`src/rtl/shift_unit_arbiter.sv`:
```
// rtl/shift_unit_arbiter.sv - two-requester round-robin arbiter for a shared 16-bit shifter
//
// Ports:
//   clk, rst_n                      clock, synchronous active-low reset
//   req0_valid/ready/a/b/op         requester 0 (op: 00 SRA, 01 SRL, 10 SLL, 11 pass)
//   req1_valid/ready/a/b/op         requester 1, same encoding
//   rsp_valid/ready                 response handshake from the one-entry result buffer
//   rsp_id, rsp_y, rsp_overflow     issuing requester, shifted result, A[15]^Y[15]
module shift_unit_arbiter #(
  parameter int DATA_W  = 16,
  parameter int SHAMT_W = 4
) (
  input  logic              clk,
  input  logic              rst_n,
  input  logic              req0_valid,
  output logic              req0_ready,
  input  logic [DATA_W-1:0] req0_a,
  input  logic [DATA_W-1:0] req0_b,
  input  logic [1:0]        req0_op,
  input  logic              req1_valid,
  output logic              req1_ready,
  input  logic [DATA_W-1:0] req1_a,
  input  logic [DATA_W-1:0] req1_b,
  input  logic [1:0]        req1_op,
  output logic              rsp_valid,
  input  logic              rsp_ready,
  output logic              rsp_id,
  output logic [DATA_W-1:0] rsp_y,
  output logic              rsp_overflow
);

  typedef enum logic {EMPTY, FULL} state_t;

  state_t              state, state_nxt;
  logic                ptr, ptr_nxt;      // 0 favours requester 0 on a tie
  logic                grant0, grant1;
  logic                can_accept;
  logic                accept;
  logic [DATA_W-1:0]   sel_a, sel_b;
  logic [1:0]          sel_op;
  logic [SHAMT_W-1:0]  shamt;
  logic [DATA_W-1:0]   y;

  always_comb begin
    grant0     = 1'b0;
    grant1     = 1'b0;
    can_accept = 1'b0;
    req0_ready = 1'b0;
    req1_ready = 1'b0;
    accept     = 1'b0;
    sel_a      = req0_a;
    sel_b      = req0_b;
    sel_op     = req0_op;
    shamt      = '0;
    y          = '0;
    state_nxt  = state;
    ptr_nxt    = ptr;

    grant0 = req0_valid & (~req1_valid | ~ptr);
    grant1 = req1_valid & (~req0_valid |  ptr);

    // A draining buffer frees its slot in the same cycle, giving 1 op/cycle.
    can_accept = (state == EMPTY) | rsp_ready;

    // Readies are suppressed during reset so nothing is handed over then.
    req0_ready = grant0 & can_accept & rst_n;
    req1_ready = grant1 & can_accept & rst_n;
    accept     = req0_ready | req1_ready;

    if (req1_ready) begin
      sel_a  = req1_a;
      sel_b  = req1_b;
      sel_op = req1_op;
    end

    shamt = sel_b[SHAMT_W-1:0];
    case (sel_op)
      2'b00:   y = $unsigned($signed(sel_a) >>> shamt);
      2'b01:   y = sel_a >> shamt;
      2'b10:   y = sel_a << shamt;
      default: y = sel_a;
    endcase

    if (accept) begin
      state_nxt = FULL;
    end else if (rsp_ready) begin
      state_nxt = EMPTY;
    end

    // Pointer hands priority to the requester that was not just served.
    if (req0_ready) begin
      ptr_nxt = 1'b1;
    end else if (req1_ready) begin
      ptr_nxt = 1'b0;
    end
  end

  always_ff @(posedge clk) begin
    if (!rst_n) begin
      state        <= EMPTY;
      ptr          <= 1'b0;
      rsp_y        <= '0;
      rsp_id       <= 1'b0;
      rsp_overflow <= 1'b0;
    end else begin
      state <= state_nxt;
      ptr   <= ptr_nxt;
      if (accept) begin
        rsp_y        <= y;
        rsp_id       <= req1_ready;
        rsp_overflow <= sel_a[DATA_W-1] ^ y[DATA_W-1];
      end
    end
  end

  assign rsp_valid = (state == FULL);

endmodule

```
`config.mk`:
```
export PLATFORM = sky130hd
export DESIGN_NAME = shift_unit_arbiter
export DESIGN_NICKNAME = d
export VERILOG_FILES = /design/src/rtl/shift_unit_arbiter.sv
export SDC_FILE = /design/constraint.sdc
export NUM_CORES = 1
export LEC_CHECK = 0
export CAP_MARGIN = 20
export CORE_MARGIN = 3
export CORE_UTILIZATION = 40
export CTS_BUF_LIST = sky130_fd_sc_hd__clkbuf_16
export DETAILED_ROUTE_END_ITERATION = 8
export GPL_ROUTABILITY_DRIVEN = 1
export PLACE_DENSITY_LB_ADDON = 0.08
export SYNTH_ARGS = -nofsm -noshare
export SYNTH_HDL_FRONTEND = slang
export SYNTH_SLANG_ARGS = --single-unit
```
`constraint.sdc`:
```
create_clock -name clk -period 4.1 [get_ports clk]
set_input_delay 0.615 -clock clk [delete_from_list [all_inputs] [get_ports clk]]
set_output_delay 0.615 -clock clk [all_outputs]
set_load 0.01 [all_outputs]
```
# --- After elaboration in Yosys (flattened, before gate mapping) ---
# Cells that the tools add are included.
word_totals:
  regBits: 20
  elab_cells: 36
  out_inout_bits: 21
op_classes:
  reduce_logical: 3
  eq_ne: 2
  n_bitwise: 15
  muxes: 8
  shift: 3
op_table:
  columns: ["operator", "count"]
  rows:
  - ["$pmux 16 s3", 1]
  - ["$mux 16", 1]
  - ["$shl 16x4->16", 1]
  - ["$shr 16x4->16", 1]
  - ["$sshr 16x4->16", 1]
  - ["$and 1x1->1", 6]
  - ["$mux 1", 4]
  - ["$mux 4", 1]
  - ["$not 1->1", 4]
  - ["$or 1x1->1", 4]
  - ["$reduce_bool 2->1", 2]
  - ["$eq 2x1->1 const B", 1]
  - ["$eq 2x2->1 const B", 1]
  - ["$logic_not 2->1", 1]
  - ["$mux 2", 1]
  - ["$xor 1x1->1", 1]

# --- Depth between registers and ports, before layout ---
# Gate-level depths: netlist of run 1.
logic_depth:
  depth_word: 9
  ltp_mapped: 11

# --- Least setup slack after synthesis of run 1 ---
# Ideal clock, no wire load.
synth_path:
  kind: "input -> register"
  start: "in req1_b[1]"
  end: "reg rsp_overflow"
  arrival_time_ps: 2532
  stages: 7
  setup_slack_ps: 1450
  required_time_ps: 3982
  cell_sequence: "buf_2 mux2_2 mux4_2 a31oi_4 mux2i_2 or4_1 o2111a_1"
synth_via:
  elab_chain_cells: 4
  word_cells_on_any_way: 6
synth_lines:
  columns: ["item", "line", "text"]
  rows:
  - ["start, declared", "23", "input logic [DATA_W-1:0] req1_b,"]
  - ["$mux 4 (*)", "70", "if (req1_ready) begin"]
  - ["$shl 16x4->16, or another cell as far along", "80", "2'b10: y = sel_a << shamt;"]
  - ["$pmux 16 s3 (*)", "77", "case (sel_op)"]
  - ["$xor 1x1->1 (*)", "111", "rsp_overflow <= sel_a[DATA_W-1] ^ y[DATA_W-1];"]
  - ["end signal, assigned", "111", null]
  - ["end, declared", "29", "output logic rsp_overflow"]
# Mark *: on every way between the ends. The rest lies on a longest branch, timed or not.
# A chain may end at the register's enable or synchronous reset.

# --- Worst setup path in the final report of run 1 ---
layout_path:
  start: "in req0_b[1]"
  end: "reg rsp_overflow"
layout_via:
  elab_chain_cells: 4
  word_cells_on_any_way: 6
layout_lines:
  columns: ["item", "line", "text"]
  rows:
  - ["start, declared", "18", "input logic [DATA_W-1:0] req0_b,"]
  - ["$mux 4 (*)", "70", null]
  - ["$shl 16x4->16, or another cell as far along", "80", null]
  - ["$pmux 16 s3 (*)", "77", null]
  - ["$xor 1x1->1 (*)", "111", null]
# Marked as above.

==> qor.yml, run 1 <==
run_status:
  status: "finished clean"
timing:
  max_freq_mhz: 307
  final_max_slew_viol_count: 0
  slew_headroom_pct: 49.6
  rsz0062_at_grt: "no"
  tightest_slew_ns: 0.735
  setup-tns-final_ns: 0
  hold_viol: 0
  skew_ns: 0.00424
  fin_crit_ns: 3.25
  setup_viol_count_final: 0
  period_share_pct: 79.3
floorplan:
  dieHeight_um: 104
  core_um2: 9280
  start_util_pct: 41.4
  die_area_um2: 10800
  io_pins: 94
  die_w_um: 104
  rows: 35
critical_path:
  path_max_fanout: 9
  end_kind: "flop"
  worstPathRequired_ns: 4.25
  reg2reg_to: "rsp_y[9]"
  rr_worst_depth: 8
  worstSetupPathType: "in -> reg"
  r2r_start: "ptr"
  startpoint_type: "input port"
  r2r_setup_slack_ns: 1.37
  arrival_ns: 3.40
route:
  firstDrtPassIters: 5
  routed-via-count: 4462
  via_per_inst: 6.45
  routed_wl_um: 16100
  drc: 0
  ant_nets: 0
  routedWlPerCell_um: 23.3
  drt_iter0_drc: 413
flow_run:
  drv_cap: 0
power_and_ir_drop:
  total_power_w: 0.00106
  netSwitchingFraction_pct: 41.5
  cellPowerDensity_nw_per_um2: 222
  power.internal_w: 0.000622
  p_leak_nw: 1.91
  clkPwrFrac_pct: 18.8
  ir_drop_mv: 0.171
  p_sw_w: 0.000441
  pwr-share-comb_pct: 59.8
  p_seq_share_pct: 21.5
cells_and_area:
  nets: 637
  area_growth_syn_to_layout_pct: 24.4
  layout_common_cells: "mux2i_1 (88), clkdlybuf4s50_1 (67), a21oi_1 (46)"
  drive_above_1_share_pct: 13.9
  final_common_cell: "mux2i_1"
  diodes: 0
  final_util_pct: 51.5
placed_design:
  place.port_buffers: 69
  place.gp.congestion: 0.918
  hpwl_um: 12600
clock_tree:
  ctsHoldBuffers: 0
  cts_made_buffers: 3
  clock-root-buffer: "clkbuf_16"
  post_cts_resized: 0
  clock-sinks: 20
  clk_pin_slew_worst_paths_ns: 0.06
  cts_buffer_depth: 2
  post-cts-setup-buffer-count: 0
  clock_latency_ns: 0.25
  cts_tree: "done"
  h-tree-depth: 1
logic_synthesis:
  syn_nets: 579
  syn_area_per_cell_um2: 7.59
  ys_ff_latch: 20
  synthesis.instances: 506
  synth_edf_count: 0
  ys.warnings.count: 0
  synth_cell_types: 57
  async_flop_share_pct: 0
  yosysSeqAreaShare_pct: 10.4
  syn-cell-area_um2: 3840
  ys.flop_type: "dfxtp_1"
global_route:
  grt_pass1_vias: 4417
  grt_max_degree: 33
  grt_overflow: 0
  antenna_found_initial: 0
  grt_pass1_wl_um: 25100
  grt_usage_pct: 29.3
hold_path:
  hold_class: "reg -> reg"
  hp-start: "rsp_id"
  hold_depth: 2
  min_to: "rsp_id"
==> per-layer routing <==
layer / vias to the layer above / track usage, % / wire, µm
met5: - / 0 / 0
met4: 0 / 13.3 / 765
met3: 55 / 6.27 / 1420
met2: 227 / 45.7 / 7110
met1: 2125 / 38.6 / 6830
li1: 2055 / - / -
==> logic make-up (layout without fill, tap and decap cells) <==
kind of cell           count (synthesis)  after routing  synth area share, %
and+or+nand+nor                      153            153                 19.2
DFF                                   20             20                 10.4
muxes                                130            130                 38.0
buffers and inverters                 48            105                 5.57
AOI/OAI and AO/OA                    155            155                 26.8
==> critical path, cell delays in order <==
cell and delay, ns:
clkdlybuf4s50_1 0.72, mux2_2 0.42, mux4_2 0.47, and3_4 0.20, a31oi_4 0.24, mux2i_2 0.12, or4_1 0.47, o2111a_1 0.14
==> worst max-delay path by stage <==
stage	start	endpoint	slack [ns]
after global placement	rsp_ready	rsp_y[8]	0.61
after CTS	rsp_ready	req1_ready	0.86
final	req0_b[1]	rsp_overflow	0.85
after floorplan	req1_b[1]	rsp_overflow	1.45
after global routing	req1_b[1]	rsp_y[10]	0.75
after detailed placement	req0_b[1]	rsp_overflow	0.59
==> through the flow <==
stage / hold WS, ns / area, µm² / std cells / setup WS [ns]
6_report: 0.458 / 4780 / 692 / 0.847
5_1_grt: 0.513 / 4780 / 692 / 0.754
4_1_cts: 0.462 / 4780 / 692 / 0.862
3_5_place_dp: 0.456 / 4700 / 688 / 0.593
3_3_place_gp: 0.454 / 4700 / 688 / 0.610
2_1_floorplan: 0.444 / 3840 / 506 / 1.45
==> power groups by stage <==
stage / sequential [W] / combinational [W] / clock [W]
after floorplan: 0.000242 / 0.000358 / 0
after global placement: 0.000232 / 0.000621 / 0
after detailed placement: 0.000233 / 0.000623 / 0
after CTS: 0.000229 / 0.000625 / 0.000204
after global routing: 0.000232 / 0.000680 / 0.000212
final: 0.000228 / 0.000635 / 0.000199
==> registers in the layout, indices dropped and copies added (netlist names) <==
signal        cells
rsp_overflow      1
ptr               1
rsp_id            1
rsp_y            16
rsp_valid         1
==> synthesized netlist by cell type (all sizes together), types with 4 or more instances <==
cell | instances | area, µm²
a211oi | 22 | 165
a21oi | 46 | 230
a311oi | 5 | 43.8
a31oi | 4 | 40.0
buf | 24 | 124
clkbuf | 18 | 67.6
dfxtp | 20 | 400
inv | 6 | 22.5
mux2 | 31 | 357
mux2i | 91 | 922
mux4 | 8 | 180
nand2 | 45 | 169
nand2b | 6 | 37.5
nand3 | 10 | 50.1
nor2 | 40 | 150
nor2b | 21 | 131
nor3 | 9 | 45.0
nor4 | 4 | 25.0
o211ai | 7 | 52.6
o21ai | 32 | 160
==> cell type report <==
| type | count | area (µm²) |
|---|---|---|
| sequential | 20 | 400 |
| tap | 129 | 161 |
| clock buffer | 3 | 75.1 |
| timing repair buffer | 95 | 888 |
| fill | 971 | 4510 |
| clock inverter | 1 | 3.75 |
| inverter | 6 | 22.5 |
| multi-input combinational | 438 | 3230 |
(Power assumes the default switching activity.)
==> run 2, diff against run 1 <==
==> constraint.sdc (replaced) <==
create_clock -name clk -period 2.7 [get_ports clk]
set_input_delay 0.405 -clock clk [delete_from_list [all_inputs] [get_ports clk]]
set_output_delay 0.405 -clock clk [all_outputs]
set_load 0.01 [all_outputs]
==> qor.yml, run 2 (same netlist as run 1, synthesis figures left out) <==
run_status:
  status: "finished clean"
clock_tree:
  clock-root-buffer: "clkbuf_16"
  clock-sinks: 20
  clock_latency_ns: 0.26
  cts_made_buffers: 3
  h-tree-depth: 1
  clk_pin_slew_worst_paths_ns: 0.05
  cts_buffer_depth: 2
  cts_tree: "done"
cells_and_area:
  drive_above_1_share_pct: 30.2
  fin_area_um2: 5790
  nets: 753
  final_common_cell: "buf_4"
  diodes: 0
  fillers: 872
  regMostFlops: "rsp_y"
  layout_common_cells: "buf_4 (131), mux2i_1 (83), clkdlybuf4s50_1 (65)"
  fin_cells: 808
  largest_reg_flops: 16
  area_growth_syn_to_layout_pct: 50.7
timing:
  max_freq_mhz: 376
  slew_headroom_pct: 63.5
  setup_viol_count_final: 0
  rsz0062_at_grt: "yes"
  tightest_slew_ns: 0.546
  hold_viol: 0
  fin_crit_ns: 2.66
  skew_ns: 0.00486
  setup-tns-final_ns: 0
  layout_setup_ws_ns: 0.0419
  final_max_slew_viol_count: 0
  period_share_pct: 98.4
floorplan:
  die_area_um2: 10800
  rows: 35
  core_um2: 9280
  start_util_pct: 41.4
  dieHeight_um: 104
  die_w_um: 104
  io_pins: 94
hold_path:
  hp-start: "rsp_id"
  hold_depth: 2
  min_to: "rsp_id"
  hold_class: "reg -> reg"
power_and_ir_drop:
  pwr-share-comb_pct: 64.3
  ir_drop_mv: 0.214
  p_seq_share_pct: 18.8
  clkPwrFrac_pct: 16.9
  cellPowerDensity_nw_per_um2: 320
  netSwitchingFraction_pct: 39.6
  power.internal_w: 0.00112
  p_leak_nw: 2.50
  total_power_w: 0.00185
  p_sw_w: 0.000735
critical_path:
  cpLargestDelayFamily: "buffers and inverters"
  worstPathRequired_ns: 2.85
  reg2reg_to: "rsp_overflow"
  cpMaxStageDelayCell: "clkdlybuf4s50_1"
  end_kind: "flop"
  slowest_delay_ns: 0.48
  cp.buffers_inverters: 4
  r2r_setup_slack_ns: 0.28
  startpoint_type: "input port"
  rr_worst_depth: 10
  r2r_start: "ptr"
  path_max_fanout: 6
  worstSetupPathType: "in -> reg"
  crit_chain: "clkdlybuf4s50_1, nand2b_1, nand4_1, buf_6, buf_6, mux2_2, a211oi_1, buf_4, a211oi_1, or4_1, o2111a_1"
  arrival_ns: 2.80
placed_design:
  hpwl_um: 14300
  place_area_um2: 5580
  place.gp.congestion: 0.967
  pre_cts_ws_ns: -0.678
  place.port_buffers: 69
  dpl.cell_count: 802
global_route:
  antenna_found_initial: 0
  grt_usage_pct: 31.5
  grt_overflow: 0
  grt_pass1_wl_um: 27400
  grt_max_degree: 24
  grt_pass1_vias: 4947
route:
  ant_nets: 0
  routed-via-count: 4919
  firstDrtPassIters: 5
  routed_wl_um: 17300
  via_per_inst: 6.09
  drc: 0
  routedWlPerCell_um: 21.4
  drt_iter0_drc: 299
flow_run:
  drv_cap: 0
## run 2: worst max-delay path by stage
| stage | from | endpoint | slack (ns) | cells past startpoint |
|---|---|---|---|---|
| after floorplan | req1_b[1] | rsp_overflow | 0.26 | 7 |
| after global placement | req1_b[1] | rsp_y[8] | -0.70 | 10 |
| after detailed placement | req1_b[1] | rsp_y[8] | -0.68 | 10 |
| after CTS | rsp_ready | rsp_overflow | 0.02 | 12 |
| after global routing | rsp_ready | rsp_y[0] | -0.03 | 11 |
| final | req0_valid | rsp_overflow | 0.04 | 11 |
## run 2: layer usage
layer	global-route usage [%]	routed length [µm]	vias up
met5	0	0	-
met4	13.0	920	0
met3	4.22	971	60
met2	52.7	7990	240
met1	40.6	7430	2339
li1	-	-	2280
## run 2: what timing repair did
action | 4_1_cts | 5_1_grt
hold buffers | 0 | 0
setup buffers | 2 | 0
endpoints found under the setup margin | 5 | 13
resized for setup | 10 | 21
pin swaps | 4 | 6
## run 2: cell type report
cell class	instances	area [µm²]	share of cell area, %
Multi-Input combinational cell	438	3300	57.1
Inverter	6	22.5	0.389
Clock buffer	3	75.1	1.30
Tap cell	129	161	2.79
Sequential cell	20	400	6.92
Timing Repair Buffer	211	1820	31.4
Clock inverter	1	3.75	0.0649
## run 2: metrics by stage
stage	utilization (%)	hold WS [ns]
3_5_place_dp	60.1	0.459
4_1_cts	61.3	0.469
5_1_grt	62.3	0.494
6_report	62.3	0.458
2_1_floorplan	-	0.444
3_3_place_gp	60.1	0.447
## run 2: worst register-to-register path, stage by stage, from the launching register on
cell and delay, ns:
dfxtp_1 0.32, nand2b_1 0.16, nand4_1 0.12, buf_6 0.15, buf_6 0.14, mux2_2 0.38
a211oi_1 0.26, buf_4 0.17, a211oi_1 0.07, or4_1 0.42, o2111a_1 0.13
## run 2: power by group through the flow
stage | logic (W) | registers [W] | clock network, W
final | 0.00119 | 0.000349 | 0.000312
after global routing | 0.00127 | 0.000353 | 0.000333
after CTS | 0.00115 | 0.000348 | 0.000315
after detailed placement | 0.00114 | 0.000354 | 0
after global placement | 0.00113 | 0.000352 | 0
after floorplan | 0.000543 | 0.000368 | 0
==> run 3, diff against run 2 <==
--- a/config.mk
+++ b/config.mk
@@ -12,6 +12,7 @@
 export DETAILED_ROUTE_END_ITERATION = 8
 export GPL_ROUTABILITY_DRIVEN = 1
 export PLACE_DENSITY_LB_ADDON = 0.08
+export SKIP_CTS_REPAIR_TIMING = 1
 export SYNTH_ARGS = -nofsm -noshare
 export SYNTH_HDL_FRONTEND = slang
 export SYNTH_SLANG_ARGS = --single-unit
==> qor.yml, run 3 (same netlist as run 1, synthesis figures left out) <==
cells_and_area:
  final_common_cell: "buf_4"
  drive_above_1_share_pct: 30.5
  nets: 757
  layout_common_cells: "buf_4 (132), mux2i_1 (85), clkdlybuf4s50_1 (64)"
  final_util_pct: 63.2
  diodes: 0
  multi_input_area_um2: 3310
  regMostFlops: "rsp_y"
  ff_latch_area_um2: 400
  fillers: 864
  fin_cells: 812
  largest_reg_flops: 16
  area_growth_syn_to_layout_pct: 52.9
timing:
  hold_ws_ns: 0.459
  layout_setup_ws_ns: 0.0608
  hold_viol: 0
  slew_headroom_pct: 64.3
  skew_ns: 0.00370
  final_max_slew_viol_count: 0
  max_freq_mhz: 379
  tightest_slew_ns: 0.535
  period_share_pct: 97.7
  fin_crit_ns: 2.64
  setup_viol_count_final: 0
route:
  wl_met2_um: 8080
  wl_met1_um: 7140
  firstDrtPassIters: 5
  routed_wl_um: 17400
  dr.max_layer_used: "met4"
  drt_iter0_drc: 358
  via_per_inst: 6.11
  drc: 0
  routed-via-count: 4959
  dr_wl_met3_um: 1320
  ant_nets: 0
  routedWlPerCell_um: 21.4
power_and_ir_drop:
  cellPowerDensity_nw_per_um2: 318
  ir_drop_mv: 0.211
  p_leak_nw: 2.57
clock_tree:
  h-tree-depth: 1
  clk_pin_slew_worst_paths_ns: 0.05
  clock_latency_ns: 0.26
  clock-sinks: 20
  clock-root-buffer: "clkbuf_16"
  cts_made_buffers: 3
  cts_tree: "done"
  cts_buffer_depth: 2
placed_design:
  place.port_buffers: 69
  pre_cts_ws_ns: -0.678
  hpwl_um: 14300
  place.gp.congestion: 0.967
  dpl.cell_count: 802
floorplan:
  core_um2: 9280
  rows: 35
  start_util_pct: 41.4
  die_w_um: 104
  io_pins: 94
  die_area_um2: 10800
  dieHeight_um: 104
global_route:
  grt_pass1_wl_um: 27400
  grt_overflow: 0
  grt_pass1_vias: 4922
  grt_max_degree: 24
  grt_usage_pct: 31.5
  antenna_found_initial: 0
critical_path:
  arrival_ns: 2.79
  startpoint_type: "input port"
  cpMostUsedCell: "buf_6"
  end_kind: "flop"
  crit_chain: "clkdlybuf4s50_1, nand2b_1, nand4_1, buf_6, buf_6, buf_12, buf_4, and3_4, a31oi_4, mux2i_2, or4_1, o2111a_1"
  path_max_fanout: 7
  r2r_start: "ptr"
  worstPathRequired_ns: 2.85
  cpLargestDelayFamily: "buffers and inverters"
  cpMaxStageDelayCell: "or4_1"
  slowest_delay_ns: 0.52
  startpoint: "req0_valid"
  cp.buffers_inverters: 5
  worstSetupPathType: "in -> reg"
flow_run:
  drv_cap: 0
run_status:
  status: "finished clean"
hold_path:
  hold_class: "reg -> reg"
  hp-start: "rsp_id"
==> run 3: cell count changes in the layout (fill, tap and decap cells not counted), moves of 2 or more <==
cell,previous run,this run
mux2i_2,8,3
dlymetal6s2s_1,0,3
mux2i_4,0,3
buf_6,6,8
dlygate4sd2_1,2,0
mux2i_1,83,85
==> run 3: layout make-up <==
cell class | instances | share of cell area [%]
multi-input combinational | 438 | 56.5
clock inverter | 1 | 0.0640
sequential | 20 | 6.82
clock buffer | 3 | 1.28
tap | 129 | 2.75
inverter | 6 | 0.426
timing repair buffer | 215 | 32.2
==> run 3: worst paths after layout <==
| kind | slack, ns | endpoint | cells after the start |
|---|---|---|---|
| worst min-delay path | 0.46 | rsp_id | 2 |
| worst max register to register | 0.26 | rsp_overflow | 11 |
| worst max-delay path | 0.06 | rsp_overflow | 12 |
| worst min register to register | 0.46 | rsp_id | 2 |
==> run 3: metrics by stage <==
stage / area [µm²] / total power [W] / TNS (ns)
3_3_place_gp: 5580 / 0.00148 / -3.52
5_1_grt: 5870 / 0.00197 / -0.0508
3_5_place_dp: 5580 / 0.00149 / -3.74
4_1_cts: 5660 / 0.00180 / -0.581
6_report: 5870 / 0.00187 / 0
2_1_floorplan: 3840 / 0.000911 / 0
==> run 3: per-layer routing <==
metal  global-route usage (%)  vias to the layer above
met1                     40.8                     2358
met2                     52.6                      248
met4                     12.9                        0
met3                     4.16                       55
met5                        0                        -
li1                         -                     2298
==> run 3: report_power, final <==
| group | switching, W | total [W] | leakage [nW] | internal [W] |
|---|---|---|---|---|
| Sequential | 0.0000186 | 0.000349 | 0.165 | 0.000330 |
| Clock | 0.000114 | 0.000311 | 0.0385 | 0.000197 |
| Combinational | 0.000606 | 0.00121 | 2.36 | 0.000601 |
| Total | 0.000738 | 0.00187 | 2.57 | 0.00113 |
==> run 3: worst reg2reg max path, cell delays in order (launching register included) <==
cell and delay [ns]:
dfxtp_1 0.35, nand2b_1 0.14, nand4_1 0.12, buf_6 0.17, buf_6 0.14, buf_12 0.14
buf_4 0.13, and3_4 0.18, a31oi_4 0.19, mux2i_2 0.12, or4_1 0.52, o2111a_1 0.13
